### config.mk
export PLATFORM = sky130hd
export DESIGN_NAME = bram_scan_reader
export DESIGN_NICKNAME = d
export VERILOG_FILES = /design/src/rtl/bram_scan_reader.sv
export SDC_FILE = /design/constraint.sdc
export NUM_CORES = 1
export LEC_CHECK = 0
export CAP_MARGIN = 5
export CORE_MARGIN = 2
export CORE_UTILIZATION = 51
export DETAILED_ROUTE_END_ITERATION = 8
export GPL_ROUTABILITY_DRIVEN = 0
export PLACE_DENSITY_LB_ADDON = 0.25
export SLEW_MARGIN = 5
export SYNTH_ARGS = -nofsm -noshare
export SYNTH_HDL_FRONTEND = slang
export SYNTH_SLANG_ARGS = --single-unit
export TNS_END_PERCENT = 5
### constraint.sdc
create_clock -name clk -period 5 [get_ports clk]
set_input_delay 0.75 -clock clk [delete_from_list [all_inputs] [get_ports clk]]
set_output_delay 0.75 -clock clk [all_outputs]
set_load 0.01 [all_outputs]
### src/rtl/bram_scan_reader.sv
// Scans a block RAM address range and streams each byte downstream over a
// valid/ready handshake, one read at a time, optionally looping forever.
// Ports:
//   clk, rst                  clock, asynchronous active-high reset
//   start                     begin a scan (accepted only when idle)
//   loop_en                   wrap back to first_addr instead of finishing
//   first_addr, last_addr     inclusive scan bounds, latched on start
//   mem_addr, mem_we, mem_dout RAM read port (write enable tied low)
//   out_data, out_valid, out_ready  downstream byte stream
//   busy, done                scan in progress / end-of-scan pulse
module bram_scan_reader #(
    parameter int unsigned ADDR_W = 4,
    parameter int unsigned DATA_W = 8,
    parameter int unsigned RD_LAT = 2,
    parameter int unsigned GAP    = 0
) (
    input  logic              clk,
    input  logic              rst,
    input  logic              start,
    input  logic              loop_en,
    input  logic [ADDR_W-1:0] first_addr,
    input  logic [ADDR_W-1:0] last_addr,
    output logic [ADDR_W-1:0] mem_addr,
    output logic              mem_we,
    input  logic [DATA_W-1:0] mem_dout,
    output logic [DATA_W-1:0] out_data,
    output logic              out_valid,
    input  logic              out_ready,
    output logic              busy,
    output logic              done
);

    localparam logic [1:0] S_IDLE = 2'd0;
    localparam logic [1:0] S_READ = 2'd1;
    localparam logic [1:0] S_HOLD = 2'd2;
    localparam logic [1:0] S_GAPW = 2'd3;

    localparam int unsigned LAT_W = 2;
    localparam int unsigned GAP_W = (GAP > 1) ? $clog2(GAP) : 1;

    logic [1:0]        state, state_n;
    logic [ADDR_W-1:0] addr_n;
    logic [ADDR_W-1:0] first_q, first_n;
    logic [ADDR_W-1:0] last_q, last_n;
    logic [LAT_W-1:0]  lat_cnt, lat_n;
    logic [GAP_W-1:0]  gap_cnt, gap_n;
    logic [DATA_W-1:0] data_n;
    logic              valid_n;
    logic              busy_n;
    logic              done_n;

    assign mem_we = 1'b0;

    // State and output registers
    always_ff @(posedge clk or posedge rst) begin
        if (rst) begin
            state     <= S_IDLE;
            mem_addr  <= '0;
            first_q   <= '0;
            last_q    <= '0;
            lat_cnt   <= '0;
            gap_cnt   <= '0;
            out_data  <= '0;
            out_valid <= 1'b0;
            busy      <= 1'b0;
            done      <= 1'b0;
        end else begin
            state     <= state_n;
            mem_addr  <= addr_n;
            first_q   <= first_n;
            last_q    <= last_n;
            lat_cnt   <= lat_n;
            gap_cnt   <= gap_n;
            out_data  <= data_n;
            out_valid <= valid_n;
            busy      <= busy_n;
            done      <= done_n;
        end
    end

    // Next-state and next-output logic
    always_comb begin
        state_n = state;
        addr_n  = mem_addr;
        first_n = first_q;
        last_n  = last_q;
        lat_n   = lat_cnt;
        gap_n   = gap_cnt;
        data_n  = out_data;
        valid_n = out_valid;
        done_n  = 1'b0;

        case (state)
            S_IDLE: begin
                // busy stays high through the done cycle, so a start
                // coinciding with done is ignored
                if (start && !busy) begin
                    first_n = first_addr;
                    last_n  = last_addr;
                    addr_n  = first_addr;
                    lat_n   = '0;
                    state_n = S_READ;
                end
            end
            S_READ: begin
                if (lat_cnt == LAT_W'(RD_LAT - 1)) begin
                    data_n  = mem_dout;
                    valid_n = 1'b1;
                    state_n = S_HOLD;
                end else begin
                    lat_n = lat_cnt + LAT_W'(1);
                end
            end
            S_HOLD: begin
                if (out_ready) begin
                    valid_n = 1'b0;
                    if (mem_addr == last_q && !loop_en) begin
                        done_n  = 1'b1;
                        state_n = S_IDLE;
                    end else begin
                        // natural ADDR_W overflow gives the modulo wrap
                        addr_n  = (mem_addr == last_q) ? first_q
                                                       : mem_addr + ADDR_W'(1);
                        lat_n   = '0;
                        gap_n   = '0;
                        state_n = (GAP > 0) ? S_GAPW : S_READ;
                    end
                end
            end
            S_GAPW: begin
                if (gap_cnt == GAP_W'(GAP - 1)) begin
                    lat_n   = '0;
                    state_n = S_READ;
                end else begin
                    gap_n = gap_cnt + GAP_W'(1);
                end
            end
            default: state_n = S_IDLE;
        endcase

        busy_n = (state_n != S_IDLE) || done_n;
    end

endmodule

# Word level (Yosys, flattened, before mapping)
# Cells that the tools add are included.
[op_classes] n_addsub=3 eq_ne=11 muxes=27 reduce_logical=16
[op_table] cell="two-way mux 2 bit" count=9
[op_table] cell="two-way mux 4 bit" count=4
[op_table] cell="one-hot mux 2 bit (4 select lines)" count=2
[op_table] cell="!= test 2 bit (second input constant)" count=6
[op_table] cell="two-way mux 1 bit" count=9
[op_table] cell="one-hot mux 4 bit (2 select lines)" count=1
[op_table] cell="nonzero test 2 bit" count=4
[op_table] cell="AND reduction 3 bit" count=2
[op_table] cell="AND reduction 5 bit" count=1
[op_table] cell="adder 4 x 1 -> 4 bit (second input constant)" count=1
[op_table] cell="equality test 2 x 1 -> 1 bit (second input constant)" count=2
[op_table] cell="equality test 2 bit (second input constant)" count=2
[op_table] cell="equality test 4 bit" count=1
[op_table] cell="one-hot mux 1 bit (2 select lines)" count=2
[op_table] cell="AND reduction 2 bit" count=2
[op_table] cell="AND reduction 4 bit" count=1
[op_table] cell="adder 2 x 1 -> 2 bit (second input constant)" count=1
[op_table] cell="logical AND 1 bit" count=2
[op_table] cell="zero test 1 bit" count=2
[op_table] cell="zero test 2 bit" count=1
[op_table] cell="adder 1 bit (second input constant)" count=1
[op_table] cell="logical OR 1 bit" count=1
[totals] regBits=28 in_bits=21 out_inout_bits=16 elab_cells=67

# Longest topological paths before layout
# Gate-level depths: netlist of the first run.
[depth] depth_word=7 mapped_depth=7 depth_no_buf=6

# Least setup slack after synthesis of the first run
# No wires, ideal clock.
[synth_path] kind="input-to-reg" from="input start" to="register mem_addr[1]" setup_ps=128 arrival_time_ps=1734 required_time_ps=4872 slack_ps=3139 cell_stages=4 path_buffers=0 path_cell_list="nor4b_4 -> a21oi_2 -> nor2_4 -> mux2_1"
[synth_via] elab_chain_len=3
[synth_lines] element="from (decl)" line="19" source="input logic start,"
[synth_lines] element="logical AND 1 bit" line="97" source="if (start && !busy) begin"
[synth_lines] element="!= test 2 bit (no source line)"
[synth_lines] element="AND reduction 4 bit (no source line)"
[synth_lines] element="to (signal assigned)" line="69" source="mem_addr <= addr_n;"
[synth_lines] element="to (decl)" line="23" source="output logic [ADDR_W-1:0] mem_addr,"
# No other way between the ends.
# A chain may end at the register's enable or synchronous reset.

# Final worst setup path of the first run
[layout_path] from="register mem_addr[0]" to="output mem_addr[0]"
# No word-level cell between the ends.

==> impl_metrics.yaml, run 1 <==
sta:
  worst_clock_skew_ns: 0.00290
  worstMarginPinSlew_ns: 1.04
  rsz0062_at_grt: "no"
  setup_viol: 0
  maxSlewViolCount: 0
  fin_tns_setup_ns: 0
  fmax_mhz: 456
  period_share_pct: 43.9
  finalHoldViolCount: 0
  period_needed_ns: 2.19
  relSlewSlack_pct: 30.3
synth:
  synth_cell_types: 33
  async_flop_share_pct: 100
  yosys.area.top_type: "dfrtp_1"
  synthCells: 110
  synth.cell_area_sq_um: 1360
  netlist.area_leader.share_pct: 51.4
  yosysSeqAreaShare_pct: 51.4
  synth.most_common_cell: "dfrtp_1"
  synth-seq-cells: 28
  synth-edff-count: 0
  synth_flop_cell: "dfrtp_1"
  yosysWarningCount: 0
  synthTopCellsByArea: "dfrtp_1 (51%), mux2_2 (13%), mux2_1 (3.3%)"
  synth_area_per_cell_sq_um: 12.4
  yosys-top-cells-count: "dfrtp_1 (28), mux2_2 (16), nand2_1 (8)"
  synth_fp_nets: 133
die:
  dieArea_sq_um: 3100
  die_h_um: 55.7
  core-area_sq_um: 2500
  initial_core_util_pct: 54.6
  ios: 37
  die_w_um: 55.7
  fp-row-count: 18
setup_path:
  crit_required_ns: 4.25
  worstPathArrival_ns: 1.44
  cp_top_family: "buffers and inverters"
  crit_cells: 1
  crit_path_max_incr_delay_ns: 0.59
  crit_chain: "clkdlybuf4s50_1"
  end_kind: "output pin"
  critPathMaxFanout: 7
  slowest_stage: "clkdlybuf4s50_1"
  path_class: "reg2out"
  critPathBufInv: 1
  start_kind: "register"
  reg2reg_depth: 4
power_and_ir_drop:
  p_per_area_nw_per_um2: 585
  total_power_uw: 1030
  ir_drop_mv: 0.357
  leakage_uw: 0.000750
cts:
  postCtsResizedCells: 0
  numCtsBuffers: 3
  cts.reportedPaths.clkPinSlew_ns: 0.15
  clock-root-buffer: "clkbuf_4"
  htreeDepth: 1
  cts_tree: "done"
  post_cts_buffers: 0
  hold_buffers: 0
  clk_latency_ns: 0.33
  clk_path_buf_depth: 2
  cts.sinks: 28
global_routing:
  grt_overflow: 0
  antenna_found_initial: 0
  grt_pass1_wl_um: 4420
  grt_pass1_vias: 983
  grt_usage_pct: 17.9
  grt_max_degree: 29
routing:
  post_drt_wl_per_cell_um: 15.6
  first_iter_violations: 14
  num_vias: 948
  finalWirelength_um: 2730
  firstDrtPassIters: 4
  via_per_inst: 5.42
  drc_errors: 0
  drtAntennaViolNets: 0
layout:
  final_nets: 169
  multi_input_area_sq_um: 618
  fill_cells: 186
  syn_to_final_growth_pct: 28.6
  regArea_sq_um: 701
  antenna_cells: 0
  drive_gt1_share_pct: 17.9
flow_run:
  cap_viol_max_count: 0
placement:
  hpwl_um: 2080
  io_buffers: 35
worst_hold_path:
  hp-class: "reg2reg"
  worstHoldPathCells: 1
status:
  status: "complete, no violations"
-- flip-flops by register name, summed over array words and instances, names as in the netlist --
register   count
out_data       8
busy           1
done           1
gap_cnt        1
state          2
out_valid      1
mem_addr       4
last_q         4
lat_cnt        2
first_q        4
-- path summary, 6_finish.rpt --
kind	slack [ns]	start	to
min	0.50	lat_cnt[1]	lat_cnt[1]
max	2.81	mem_addr[0]	mem_addr[0]
max in group asynchronous	3.40	rst	first_q[3]
max reg2reg	3.09	state[1]	mem_addr[1]
min reg2reg	0.50	lat_cnt[1]	lat_cnt[1]
min in group asynchronous	0.98	rst	out_data[7]
-- worst register-to-register path: cells and delay by family, from the launching register on --
family / cells / cell delay (ns)
AND/OR/NAND/NOR: 2 / 0.83
multiplexers: 1 / 0.34
AO/OA/AOI/OAI: 1 / 0.12
flip-flops: 1 / 0.53
-- layout make-up --
cell class	instances	share of cell area [%]
tap	30	2.14
clock buffer	4	2.07
timing repair buffer	35	20.0
sequential	28	39.9
inverter	3	0.642
multi-input combinational	75	35.2
-- power by group --
group | internal (uW) | switching (uW)
registers | 333 | 100
clock network | 44.6 | 68.2
logic | 284 | 197
total | 662 | 365
-- cells in the final DEF, fill, tap and decap left out, types with 2 or more instances in the layout --
cell type	count
mux2_2	16
mux2_1	4
nand2_1	8
inv_1	3
nor2b_1	2
mux2i_1	3
nor2_1	2
ha_1	2
nand3_1	2
or3b_1	2
nor3_1	2
clkbuf_4	3
a21o_1	2
clkdlybuf4s50_1	35
dfrtp_1	28
nor4b_1	2
o21ai_0	7
xnor2_1	5
a22oi_1	2
a21oi_1	2
-- through the flow --
step | instances | setup slack [ns] | utilization [%] | hold slack, ns | area (sq um)
detailed placement | 171 | 2.44 | 68.7 | 0.470 | 1720
finish | 175 | 2.81 | 70.2 | 0.498 | 1750
floorplan | 110 | 3.14 | - | 0.450 | 1360
global route | 175 | 2.73 | 70.2 | 0.519 | 1750
CTS | 175 | 2.80 | 70.2 | 0.503 | 1750
global placement | 171 | 2.51 | 68.7 | 0.460 | 1720
-- logic make-up (layout without fill, tap and decap cells) --
family	after synthesis	in the layout	share of synthesized area [%]
other cells	1	1	0.275
mux	23	23	18.7
xor+xnor	6	6	3.85
buf+inv	7	42	3.30
fa+ha+maj	2	2	1.83
compound gates	15	15	6.51
flops	28	28	51.4
simple gates	28	28	14.1
-- layer usage --
layer	vias up	GRT usage (%)	part of all wire [%]
met5	-	0	0
met4	0	6.62	0.99
li1	462	-	-
met1	461	22.5	42
met3	4	3.26	4.1
met2	21	30.8	53
No activity file was read; power rests on OpenSTA's default activity.
==> run 2, diff against run 1 <==
--- a/config.mk
+++ b/config.mk
@@ -7,7 +7,7 @@
 export LEC_CHECK = 0
 export CAP_MARGIN = 5
 export CORE_MARGIN = 2
-export CORE_UTILIZATION = 51
+export CORE_UTILIZATION = 47
 export DETAILED_ROUTE_END_ITERATION = 8
 export GPL_ROUTABILITY_DRIVEN = 0
 export PLACE_DENSITY_LB_ADDON = 0.25
==> constraint.sdc (replaced) <==
create_clock -name clk -period 2.02 [get_ports clk]
set_input_delay 0.303 -clock clk [delete_from_list [all_inputs] [get_ports clk]]
set_output_delay 0.303 -clock clk [all_outputs]
set_load 0.01 [all_outputs]
==> impl_metrics.yaml, run 2 (synthesis gave the netlist of run 1 again) <==
status:
  status: "complete, no violations"
die:
  die_h_um: 57.9
  fp-row-count: 19
  dieArea_sq_um: 3350
  core-area_sq_um: 2760
  die_w_um: 57.9
  initial_core_util_pct: 49.5
  ios: 37
sta:
  worst_clock_skew_ns: 0.00674
  holdWs_ns: 0.312
  fin_tns_setup_ns: 0
  period_needed_ns: 1.75
  period_share_pct: 86.6
  rsz0062_at_grt: "no"
  setup_viol: 0
  fmax_mhz: 572
  finalHoldViolCount: 0
  maxSlewViolCount: 0
cts:
  cts_tree: "done"
  hold_buffers: 0
  htreeDepth: 1
  cts.reportedPaths.clkPinSlew_ns: 0.15
  clk_latency_ns: 0.33
  post_cts_buffers: 0
  postCtsResizedCells: 0
  clk_path_buf_depth: 2
  numCtsBuffers: 3
  cts.sinks: 28
  clock-root-buffer: "clkbuf_4"
routing:
  drtAntennaViolNets: 0
  drc_errors: 0
  post_drt_wl_per_cell_um: 14.4
  finalWirelength_um: 2600
  first_iter_violations: 11
  num_vias: 969
  via_per_inst: 5.38
  firstDrtPassIters: 4
layout:
  syn_to_final_growth_pct: 30.9
  largest_reg_flops: 8
  stdcell_count: 180
  antenna_cells: 0
  final_cell_mix: "clkdlybuf4s50_1 (35), dfrtp_1 (28), mux2_2 (16), nand2_1 (8), o21ai_0 (7)"
  final_nets: 173
  regMostFlops: "out_data"
  final_common_cell: "clkdlybuf4s50_1"
  drive_gt1_share_pct: 20.1
placement:
  io_buffers: 35
  place_inst: 176
  hpwl_um: 2000
global_routing:
  grt_pass1_wl_um: 4250
  grt_max_degree: 29
  use_met3_pct: 2.23
  gr-max-usage-layer: "met2"
  antenna_found_initial: 0
  grtUsageMet2_pct: 27.9
  grt_overflow: 0
  use_met1_pct: 22.5
  grt_usage_pct: 17.1
  grt_pass1_vias: 928
setup_path:
  critPathMaxFanout: 9
  path_class: "reg2reg"
  worstPathArrival_ns: 1.98
  crit_required_ns: 2.25
  start_kind: "register"
  end_kind: "register"
flow_run:
  cap_viol_max_count: 0
power_and_ir_drop:
  ir_drop_mv: 0.924
  leakage_uw: 0.000770
  p_per_area_nw_per_um2: 1430
worst_hold_path:
  hp-class: "in2async"
[run 2: metrics by stage]
stage | setup slack, ns | utilization [%] | instance area (sq um) | total power [uW]
after floorplan | 0.356 | - | 1360 | 1820
after global placement | 0.284 | 63.4 | 1750 | 2240
after detailed placement | 0.247 | 63.4 | 1750 | 2300
after CTS | 0.272 | 64.7 | 1790 | 2580
after global routing | 0.165 | 64.7 | 1790 | 2740
final | 0.271 | 64.7 | 1790 | 2550
[run 2: final timing paths]
check	from	to	slack [ns]	depth (start not counted)
worst max-delay path	mem_addr[0]	mem_addr[0]	0.27	5
worst min-delay path	rst	mem_addr[1]	0.31	3
worst max register to register	mem_addr[0]	mem_addr[0]	0.27	5
worst min register to register	out_valid	out_valid	0.50	2
max in group asynchronous	rst	busy	1.44	3
min in group clk	out_valid	out_valid	0.50	2
[run 2: power by group]
| part | switching [uW] | internal (uW) | total [uW] |
|---|---|---|---|
| Clock | 166 | 110 | 276 |
| Sequential | 241 | 825 | 1070 |
| Combinational | 482 | 722 | 1200 |
| Total | 888 | 1660 | 2550 |
[run 2: routing by layer]
metal	routed length, um	vias to the layer above	part of all wire [%]
met5	0	-	0
met4	46	0	1.8
met3	130	4	5.0
met1	1120	464	43
met2	1300	36	50
li1	-	465	-
[run 2: area by class of cell]
| cell class | instances | area, sq um |
|---|---|---|
| multi-input combinational | 75 | 618 |
| sequential | 28 | 701 |
| clock buffer | 4 | 36.3 |
| inverter | 3 | 11.3 |
| tap | 31 | 38.8 |
| timing repair buffer | 39 | 380 |
| fill | 227 | 972 |
[run 2: critical path: stages, from the launching register on]
cell     delay [ns]
dfrtp_1        0.49
xnor2_1        0.21
nand4_2        0.29
or3b_1         0.43
a22oi_1        0.18
a21oi_1        0.06
